<file path="src/rtl/fetch_pkg.sv">
// Shared front-end definitions: cache and fetch FSM state encodings plus fetch-unit parameter defaults.
package fetch_pkg;

    localparam int unsigned FETCH_WIDTH    = 64;
    localparam int unsigned FETCH_INSTSIZE = 32;
    localparam int unsigned FETCH_QDEPTH   = 4;
    localparam logic [63:0] FETCH_RESET_PC = 64'h0;

    typedef enum logic [1:0] {
        C_IDLE,
        C_LOOKUP,
        C_REFILL
    } cache_state_t;

    typedef enum logic [2:0] {
        F_IDLE,
        F_REQ,
        F_WAIT,
        F_FULL,
        F_DROP
    } fetch_state_t;

endpackage

</file>
<file path="src/rtl/fetch_unit_if.sv">
// Fetch-unit bus bundle: redirect input, i-cache request/response and decode-side queue head.
interface fetch_unit_if
    import fetch_pkg::*;
#(
    parameter int WIDTH    = FETCH_WIDTH,
    parameter int INSTSIZE = FETCH_INSTSIZE
);
    logic                redirect_valid;
    logic [WIDTH-1:0]    redirect_pc;
    logic                ic_req;
    logic [WIDTH-1:0]    ic_pc;
    logic                ic_rdy;
    logic [INSTSIZE-1:0] ic_instr;
    logic                dec_valid;
    logic [INSTSIZE-1:0] dec_instr;
    logic [WIDTH-1:0]    dec_pc;
    logic                dec_ready;

    modport master (
        input  redirect_valid, redirect_pc, ic_rdy, ic_instr, dec_ready,
        output ic_req, ic_pc, dec_valid, dec_instr, dec_pc
    );

    modport slave (
        output redirect_valid, redirect_pc, ic_rdy, ic_instr, dec_ready,
        input  ic_req, ic_pc, dec_valid, dec_instr, dec_pc
    );
endinterface

</file>
<file path="src/rtl/fetch_queue.sv">
// Circular queue of fetched {pc, instr} entries; head is always presented, flush clears pointers and count.
module fetch_queue #(
    parameter int WIDTH    = 64,
    parameter int INSTSIZE = 32,
    parameter int DEPTH    = 4
) (
    input  logic                  clk,
    input  logic                  reset,
    input  logic                  flush,
    input  logic                  push,
    input  logic [WIDTH-1:0]      push_pc,
    input  logic [INSTSIZE-1:0]   push_instr,
    input  logic                  pop,
    output logic [$clog2(DEPTH):0] count,
    output logic                  head_valid,
    output logic [WIDTH-1:0]      head_pc,
    output logic [INSTSIZE-1:0]   head_instr
);
    localparam int PW = $clog2(DEPTH);
    localparam logic [PW:0] FULL_CNT = (PW+1)'(DEPTH);

    logic [WIDTH-1:0]    mem_pc    [DEPTH];
    logic [INSTSIZE-1:0] mem_instr [DEPTH];
    logic [PW-1:0]       wr_ptr;
    logic [PW-1:0]       rd_ptr;
    logic                do_push;
    logic                do_pop;

    assign do_push = push && (count != FULL_CNT);
    assign do_pop  = pop && (count != '0);

    // Pointers are exactly log2(DEPTH) bits, so increment wraps modulo DEPTH.
    always_ff @(posedge clk) begin
        if (reset || flush) begin
            wr_ptr <= '0;
            rd_ptr <= '0;
            count  <= '0;
        end else begin
            if (do_push) wr_ptr <= wr_ptr + 1'b1;
            if (do_pop)  rd_ptr <= rd_ptr + 1'b1;
            if (do_push && !do_pop)
                count <= count + 1'b1;
            else if (do_pop && !do_push)
                count <= count - 1'b1;
        end
    end

    always_ff @(posedge clk) begin
        if (do_push) begin
            mem_pc[wr_ptr]    <= push_pc;
            mem_instr[wr_ptr] <= push_instr;
        end
    end

    assign head_valid = (count != '0);
    assign head_pc    = mem_pc[rd_ptr];
    assign head_instr = mem_instr[rd_ptr];

endmodule

</file>
<file path="src/rtl/fetch_unit.sv">
// Instruction fetch: one-outstanding i-cache request FSM, fetch PC, redirect handling, decode queue.
// F_IDLE post-reset | F_REQ issue request | F_WAIT await response | F_FULL queue full | F_DROP discard stale response
module fetch_unit
    import fetch_pkg::*;
#(
    parameter int               WIDTH    = FETCH_WIDTH,
    parameter int               INSTSIZE = FETCH_INSTSIZE,
    parameter int               QDEPTH   = FETCH_QDEPTH,
    parameter logic [WIDTH-1:0] RESET_PC = WIDTH'(FETCH_RESET_PC)
) (
    input  logic         clk,
    input  logic         reset,
    fetch_unit_if.master bus
);
    localparam int CW = $clog2(QDEPTH) + 1;
    localparam logic [CW-1:0] LAST_FREE = CW'(QDEPTH - 1);

    fetch_state_t     state;
    fetch_state_t     state_nxt;
    logic [WIDTH-1:0] fetch_pc;
    logic [WIDTH-1:0] fetch_pc_nxt;
    logic             q_push;
    logic             q_pop;
    logic             q_flush;
    logic [CW-1:0]    q_count;

    assign q_pop = bus.dec_valid && bus.dec_ready && !bus.redirect_valid;

    always_ff @(posedge clk) begin
        if (reset) begin
            state    <= F_IDLE;
            fetch_pc <= RESET_PC;
        end else begin
            state    <= state_nxt;
            fetch_pc <= fetch_pc_nxt;
        end
    end

    always_comb begin
        state_nxt    = state;
        fetch_pc_nxt = fetch_pc;
        q_push       = 1'b0;
        q_flush      = 1'b0;
        if (bus.redirect_valid) begin
            q_flush      = 1'b1;
            fetch_pc_nxt = {bus.redirect_pc[WIDTH-1:2], 2'b00};
            // A response still owed by the i-cache must be swallowed before fetching again.
            if ((state == F_WAIT || state == F_DROP) && !bus.ic_rdy)
                state_nxt = F_DROP;
            else
                state_nxt = F_REQ;
        end else begin
            unique case (state)
                F_IDLE: state_nxt = F_REQ;
                F_REQ:  state_nxt = F_WAIT;
                F_WAIT: begin
                    if (bus.ic_rdy) begin
                        q_push       = 1'b1;
                        fetch_pc_nxt = fetch_pc + WIDTH'(4);
                        state_nxt    = (!q_pop && q_count == LAST_FREE) ? F_FULL : F_REQ;
                    end
                end
                F_FULL: if (q_pop) state_nxt = F_REQ;
                F_DROP: if (bus.ic_rdy) state_nxt = F_REQ;
                default: state_nxt = F_IDLE;
            endcase
        end
    end

    assign bus.ic_req = (state == F_REQ);
    assign bus.ic_pc  = fetch_pc;

    fetch_queue #(
        .WIDTH    (WIDTH),
        .INSTSIZE (INSTSIZE),
        .DEPTH    (QDEPTH)
    ) u_queue (
        .clk        (clk),
        .reset      (reset),
        .flush      (q_flush),
        .push       (q_push),
        .push_pc    (fetch_pc),
        .push_instr (bus.ic_instr),
        .pop        (q_pop),
        .count      (q_count),
        .head_valid (bus.dec_valid),
        .head_pc    (bus.dec_pc),
        .head_instr (bus.dec_instr)
    );

endmodule

</file>
<file path="src/flat_wrapper.sv">
// flat-port wrapper written by rule: the top's interface ports become plain ports
module fetch_unit_flat import fetch_pkg::*;
#(
    parameter int               WIDTH    = FETCH_WIDTH,
    parameter int               INSTSIZE = FETCH_INSTSIZE,
    parameter int               QDEPTH   = FETCH_QDEPTH,
    parameter logic [WIDTH-1:0] RESET_PC = WIDTH'(FETCH_RESET_PC)
)
  (clk, reset, bus_redirect_valid, bus_redirect_pc, bus_ic_rdy, bus_ic_instr, bus_dec_ready, bus_ic_req, bus_ic_pc, bus_dec_valid, bus_dec_instr, bus_dec_pc);
  fetch_unit_if #(.WIDTH(WIDTH), .INSTSIZE(INSTSIZE)) bus_i ();
  input  logic clk;
  input  logic reset;
  input wire logic [$bits(bus_i.redirect_valid)-1:0] bus_redirect_valid;
  input wire logic [$bits(bus_i.redirect_pc)-1:0] bus_redirect_pc;
  input wire logic [$bits(bus_i.ic_rdy)-1:0] bus_ic_rdy;
  input wire logic [$bits(bus_i.ic_instr)-1:0] bus_ic_instr;
  input wire logic [$bits(bus_i.dec_ready)-1:0] bus_dec_ready;
  output wire logic [$bits(bus_i.ic_req)-1:0] bus_ic_req;
  output wire logic [$bits(bus_i.ic_pc)-1:0] bus_ic_pc;
  output wire logic [$bits(bus_i.dec_valid)-1:0] bus_dec_valid;
  output wire logic [$bits(bus_i.dec_instr)-1:0] bus_dec_instr;
  output wire logic [$bits(bus_i.dec_pc)-1:0] bus_dec_pc;
  assign bus_i.redirect_valid = bus_redirect_valid;
  assign bus_i.redirect_pc = bus_redirect_pc;
  assign bus_i.ic_rdy = bus_ic_rdy;
  assign bus_i.ic_instr = bus_ic_instr;
  assign bus_i.dec_ready = bus_dec_ready;
  assign bus_ic_req = bus_i.ic_req;
  assign bus_ic_pc = bus_i.ic_pc;
  assign bus_dec_valid = bus_i.dec_valid;
  assign bus_dec_instr = bus_i.dec_instr;
  assign bus_dec_pc = bus_i.dec_pc;
  fetch_unit #(.WIDTH(WIDTH), .INSTSIZE(INSTSIZE), .QDEPTH(QDEPTH), .RESET_PC(RESET_PC)) u_core (.clk(clk), .reset(reset), .bus(bus_i));
endmodule
</file>
<file path="config.mk">
export PLATFORM = sky130hd
export DESIGN_NAME = fetch_unit_flat
export DESIGN_NICKNAME = d
export VERILOG_FILES = /design/src/rtl/fetch_pkg.sv /design/src/rtl/fetch_unit_if.sv /design/src/rtl/fetch_queue.sv /design/src/rtl/fetch_unit.sv /design/src/flat_wrapper.sv
export SDC_FILE = /design/constraint.sdc
export NUM_CORES = 1
export LEC_CHECK = 0
export BUFFER_PORTS_ARGS = -buffer_cell sky130_fd_sc_hd__buf_2
export CAP_MARGIN = 20
export CORE_ASPECT_RATIO = 1.1
export CORE_MARGIN = 4
export CORE_UTILIZATION = 25
export DETAILED_ROUTE_END_ITERATION = 10
export PLACE_DENSITY_LB_ADDON = 0.2
export SYNTH_ARGS = -nofsm -noshare
export SYNTH_HDL_FRONTEND = slang
export SYNTH_SLANG_ARGS = --single-unit
</file>
<file path="constraint.sdc">
create_clock -name clk -period 8.66 [get_ports clk]
set_input_delay 2.165 -clock clk [delete_from_list [all_inputs] [get_ports clk]]
set_output_delay 2.165 -clock clk [all_outputs]
set_load 0.005 [all_outputs]
</file>
==> results.cfg, run 1 <==
[clock_tree]
clock-sinks = 450
clock_latency_ns = 0.59
cts_inserted_buffers = 50
cts_hold_buf = 0
cts_root_buf = clkbuf_16
path_clk_slew_ns = 0.06
cts_tree = yes
post_cts_buffers = 0
clock_path_buffers = 3
cts.htree.levels = 2
ctsResizeCount = 0

[global_route]
grt.overflow.total = 0
antenna_found_initial = 6
grt_pass1_wl_mm = 76.2
grt_max_degree = 60
grt.total_usage_pct = 13.2
grt_pass1_vias = 11200

[sta]
relSlewSlack_pct = 30.4
min_period_ns = 5.15
fmax_mhz = 194
finalCritPeriodShare_pct = 59.5
setup_tns_ns = 0
worstMarginPinSlew_ns = 1.04
finalHoldViolCount = 0
rsz0062_at_grt = no
setup_viol = 0
slew_violations = 0
whs_ns = 0.540
skew_ns = 0.0264

[worst_setup_path]
reg2reg_depth = 5
cp_max_fo = 55
cpLargestDelayFamily = buffers and inverters
endpoint_kind = output pin
arrival_ns = 2.99
regToRegStartpoint = u_core.state[0]$_SDFFE_PP0P_
reg2reg_to = u_core.u_queue.mem_pc[2][5]$_DFFE_PP_
crit_type = flop to output pin
start_kind = flop
cp_cell_sequence = buf_4, mux4_2, buf_2
worst-path-buf-inv = 2
r2r_setup_slack_ns = 5.21
slowest_delay_ns = 0.88
critPathRequiredTime_ns = 6.50
cp_slowest_cell = buf_4

[logic_synthesis]
synth.yosys.warnings = 0
synthDistinctLibCells = 66
ys_seq_area_share_pct = 70.6
synthCells = 1053
syn_area_mm2 = 0.0181
postSynthAreaPerCell_um2 = 17.2
synth_edf_count = 376
ys_ff_latch = 450
ys_async_sr_fraction_pct = 0
synthFlopType = edfxtp_1

[hold_path]
min_from = u_core.u_queue.rd_ptr[1]$_SDFFE_PP0P_
hold-path-cell-count = 2
holdCritPathClass = flop to flop

[route]
finalWirelength_mm = 51.8
drtIter0Drc = 702
ant_nets = 0
vias = 10700
routedWlPerCell_um = 22.4
firstDrtPassIters = 5
routed_via_density = 4.61
drc = 0

[floorplanning]
row_count = 103
die_area_mm2 = 0.0767
start_util_pct = 25.2
core_mm2 = 0.0718
die_h_um = 290
die_x_um = 264
io_pins = 263

[layout]
seqCellArea_mm2 = 0.0128
fin_nets = 1432
drive_gt1_share_pct = 34.1
area_growth_pct = 21.5
multi_input_area_mm2 = 0.00501
nFillCells = 7159

[run_status]
status = completed

[pwr]
peakVddDrop_mv = 0.125
finalPower_mw = 4.55
p_leak_nw = 7.31
powerDensity_mw_per_mm2 = 207

[place]
dp.final_hpwl_mm = 32.7
gp_congestion = 0.691
portBuffers = 256

[run]
drv_cap = 0
## flip-flops by register name (all words and copies together) (netlist names), named ones only
name,cells
u_core.u_queue.mem_pc,248
u_core.u_queue.rd_ptr,2
u_core.u_queue.wr_ptr,2
u_core.u_queue.mem_instr,128
u_core.u_queue.count,3
u_core.state,3
u_core.bus.ic_pc,62
## cell usage after synthesis (2+ instances only)
| master | count | share of area (%) |
|---|---|---|
| nor3_2 | 3 | 0.17 |
| nand4_4 | 3 | 0.35 |
| nor3b_1 | 3 | 0.12 |
| or4_1 | 12 | 0.50 |
| nor3_1 | 7 | 0.19 |
| nor4_2 | 2 | 0.14 |
| edfxtp_1 | 376 | 62 |
| a21oi_1 | 19 | 0.53 |
| nand4_1 | 24 | 0.83 |
| nor2b_1 | 2 | 0.069 |
| o31ai_1 | 9 | 0.37 |
| and4_1 | 5 | 0.24 |
| o21a_1 | 3 | 0.12 |
| and2_1 | 7 | 0.24 |
| buf_1 | 6 | 0.12 |
| or3_1 | 14 | 0.48 |
| o21ai_0 | 14 | 0.39 |
| xor2_1 | 22 | 1.1 |
| dfxtp_1 | 74 | 8.2 |
| a211oi_1 | 20 | 0.83 |
| nor3_4 | 4 | 0.36 |
| buf_4 | 4 | 0.17 |
| and3_1 | 8 | 0.28 |
| buf_2 | 9 | 0.25 |
| mux4_2 | 94 | 12 |
| o31a_1 | 2 | 0.097 |
| nor4_1 | 10 | 0.35 |
| a2111oi_1 | 2 | 0.11 |
| clkbuf_1 | 33 | 0.68 |
| nand3_1 | 30 | 0.83 |
| nor4_4 | 2 | 0.24 |
| a2111oi_2 | 4 | 0.33 |
| nand2_1 | 50 | 1.0 |
| nor4b_1 | 6 | 0.29 |
| o311ai_0 | 2 | 0.097 |
| a311oi_1 | 18 | 0.87 |
| nand4_2 | 4 | 0.28 |
| o211ai_1 | 4 | 0.17 |
| nor2_1 | 77 | 1.6 |
| xnor2_1 | 12 | 0.58 |
| inv_1 | 18 | 0.37 |
| ha_1 | 6 | 0.42 |
| mux2i_1 | 4 | 0.22 |
| buf_6 | 3 | 0.19 |
## worst min-delay path: cells and delay by family (launching register included)
family / cells / cell delay [ns]
flops: 1 / 0.32
xor+xnor: 1 / 0.06
simple gates: 1 / 0.11
## cell type report
type	instances	area share, %
Sequential cell	450	58.2
Inverter	19	0.325
Timing Repair Buffer	271	6.49
Clock inverter	26	0.763
Antenna cell	1	0.0114
Tap cell	945	5.38
Clock buffer	67	6.08
Multi-Input combinational cell	532	22.8
## routing by layer
layer	GRT usage (%)	share of wire [%]	wire [um]
met5	0	0.019	10
met4	3.12	2.0	1060
met3	3.10	5.9	3070
met2	21.2	47	24500
met1	18.2	45	23200
## worst max-delay path by stage
stage,end,slack [ns],cells past startpoint
after floorplan,u_core.u_queue.mem_instr[0][0]$_DFFE_PP_,2.93,5
after global placement,u_core.u_queue.mem_pc[2][11]$_DFFE_PP_,3.26,6
after detailed placement,u_core.u_queue.mem_pc[3][5]$_DFFE_PP_,3.23,6
after CTS,bus_dec_pc[43],3.36,3
after global routing,bus_dec_pc[43],3.32,3
final,bus_dec_pc[43],3.51,3
## power breakdown
group	total (mW)	internal [mW]	switching [mW]
registers	2.43	2.37	0.0586
clock network	1.97	1.11	0.860
logic	0.145	0.0626	0.0819
## through the flow
| stage | util [%] | worst slack (ns) | instances | cell area, um^2 |
|---|---|---|---|---|
| after global placement | 28.5 | 3.26 | 2216 | 20400 |
| after global routing | 30.6 | 3.32 | 2310 | 22000 |
| after detailed placement | 28.5 | 3.23 | 2216 | 20400 |
| after CTS | 30.6 | 3.36 | 2309 | 21900 |
| after floorplan | - | 2.93 | 1056 | 18100 |
| final | 30.6 | 3.51 | 2311 | 22000 |
## kinds of logic after synthesis
| family | after synthesis | share of synthesized area (%) |
|---|---|---|
| AOI/OAI and AO/OA | 106 | 4.35 |
| xor gates and xnor gates | 34 | 1.65 |
| adders and majority gates | 7 | 0.526 |
| buffers and inverters | 74 | 1.81 |
| DFF | 450 | 70.6 |
| muxes | 99 | 12.0 |
| other | 1 | 0.0207 |
| and+or+nand+nor | 282 | 9.04 |
## placed cells by master, fill, tap and decap left out, types with 15 or more instances in the layout
master       n
nand2_1     50
dfxtp_1     72
inv_1       18
nand4_1     24
nand3_1     30
buf_2      256
a21oi_1     19
mux4_2      94
nor2_1      77
edfxtp_1   376
a311oi_1    18
a211oi_1    20
clkbuf_16   50
xor2_1      22
clkbuf_1    15
No activity file was read; power rests on OpenSTA's default activity.
==> run 2: changes to the inputs <==
==> constraint.sdc (replaced) <==
create_clock -name clk -period 4.5 [get_ports clk]
set_input_delay 1.125 -clock clk [delete_from_list [all_inputs] [get_ports clk]]
set_output_delay 1.125 -clock clk [all_outputs]
set_load 0.005 [all_outputs]
==> run 2 against run 1 <==
Compared with the run above: clock power is 110% higher; total power grew 99%; largest cell class unchanged; sequential share of layout area is 0.86 points lower; highest routed layer is now met4; critical endpoint is now bus_dec_pc[16]; global-route usage barely moved.
==> results.cfg, run 2 (synthesis gave the netlist of run 1 again) <==
[clock_tree]
cts_inserted_buffers = 52
path_clk_slew_ns = 0.06
cts_hold_buf = 0
post_cts_buffers = 0
cts.htree.levels = 2
clock-sinks = 450
cts_root_buf = clkbuf_16
clock_latency_ns = 0.59
clock_path_buffers = 3
cts_tree = yes
ctsResizeCount = 0

[sta]
fmax_mhz = 273
relSlewSlack_pct = 36.8
whs_ns = 0.530
slew_violations = 0
finalCritPeriodShare_pct = 81.3
min_period_ns = 3.66
skew_ns = 0.0265
setup_viol = 0
worstMarginPinSlew_ns = 0.941
finalWorstSetupSlack_ns = 0.841
finalHoldViolCount = 0
setup_tns_ns = 0
rsz0062_at_grt = no

[layout]
fin_nets = 1443
layout_commonest_cell = edfxtp_1
drive_gt1_share_pct = 35.3
largest_register_ffs = 248
fin_util_pct = 31.1
instances_no_fill = 2321
design_area_mm2 = 0.0223
largest-register = u_core.u_queue.mem_pc
area_growth_pct = 23.3
mostFrequentLayoutCells = 376 x edfxtp_1, 256 x buf_2, 94 x mux4_2

[floorplanning]
die_area_mm2 = 0.0767
start_util_pct = 25.2
core_mm2 = 0.0718
io_pins = 263
row_count = 103
die_h_um = 290
die_x_um = 264

[route]
drc = 0
drtIter0Drc = 699
routedWlPerCell_um = 22.2
ant_nets = 0
firstDrtPassIters = 5
vias = 10700
routed_via_density = 4.60
finalWirelength_mm = 51.5

[global_route]
grt.total_usage_pct = 13.2
grt_pass1_wl_mm = 76.4
grt_pass1_vias = 11000
antenna_found_initial = 9
grt.overflow.total = 0
grt_max_degree = 64

[worst_setup_path]
crit_type = flop to output pin
cp_max_fo = 41
arrival_ns = 2.53
start_kind = flop
critPathRequiredTime_ns = 3.38
endpoint_kind = output pin

[pwr]
p_leak_nw = 7.46
peakVddDrop_mv = 0.310
finalPower_mw = 9.06
powerDensity_mw_per_mm2 = 406

[place]
place_inst = 2226
dpl_cell_area_mm2 = 0.0207
gp_congestion = 0.695
portBuffers = 256
pre_cts_slack_ns = 0.954
dp.final_hpwl_mm = 34.1

[run]
drv_cap = 0

[hold_path]
holdCritPathClass = flop to flop

[run_status]
status = completed
run 2: final timing paths:
check	from	end	slack [ns]	cells after the start
worst max register to register	u_core.bus.ic_pc[28]$_SDFFE_PP0P_	u_core.bus.ic_pc[62]$_SDFFE_PP0P_	1.56	5
worst max-delay path	flop	bus_dec_pc[16]	0.84	3
worst min register to register	u_core.u_queue.rd_ptr[1]$_SDFFE_PP0P_	u_core.u_queue.rd_ptr[1]$_SDFFE_PP0P_	0.53	2
worst min-delay path	u_core.u_queue.rd_ptr[1]$_SDFFE_PP0P_	u_core.u_queue.rd_ptr[1]$_SDFFE_PP0P_	0.53	2
run 2: cell type report:
| type | count | area [um^2] |
|---|---|---|
| Fill cell | 7123 | 49500 |
| Sequential cell | 450 | 12800 |
| Multi-Input combinational cell | 532 | 5010 |
| Timing Repair Buffer | 280 | 1610 |
| Clock buffer | 61 | 1380 |
| Tap cell | 945 | 1180 |
| Clock inverter | 31 | 265 |
| Inverter | 19 | 71.3 |
| Antenna cell | 3 | 7.51 |
run 2: power breakdown:
part / internal [mW] / total, mW / leakage, nW / switching (mW)
logic: 0.125 / 0.289 / 2.61 / 0.164
clock network: 2.40 / 4.10 / 0.805 / 1.69
registers: 4.56 / 4.67 / 4.04 / 0.106
total: 7.09 / 9.06 / 7.46 / 1.96
run 2: per-layer routing:
| layer | track usage, % | part of all wire, % | up-vias |
|---|---|---|---|
| met5 | 0 | 0 | - |
| met4 | 3.35 | 2.1 | 0 |
| met3 | 2.87 | 6.2 | 76 |
| met2 | 21.4 | 48 | 284 |
| met1 | 18.1 | 44 | 5497 |
| li1 | - | - | 4819 |
run 2: critical path, cell delays in order (launching register included):
cell and delay, ns:
dfxtp_4 0.90, buf_4 0.47, mux4_2 0.38, buf_2 0.15
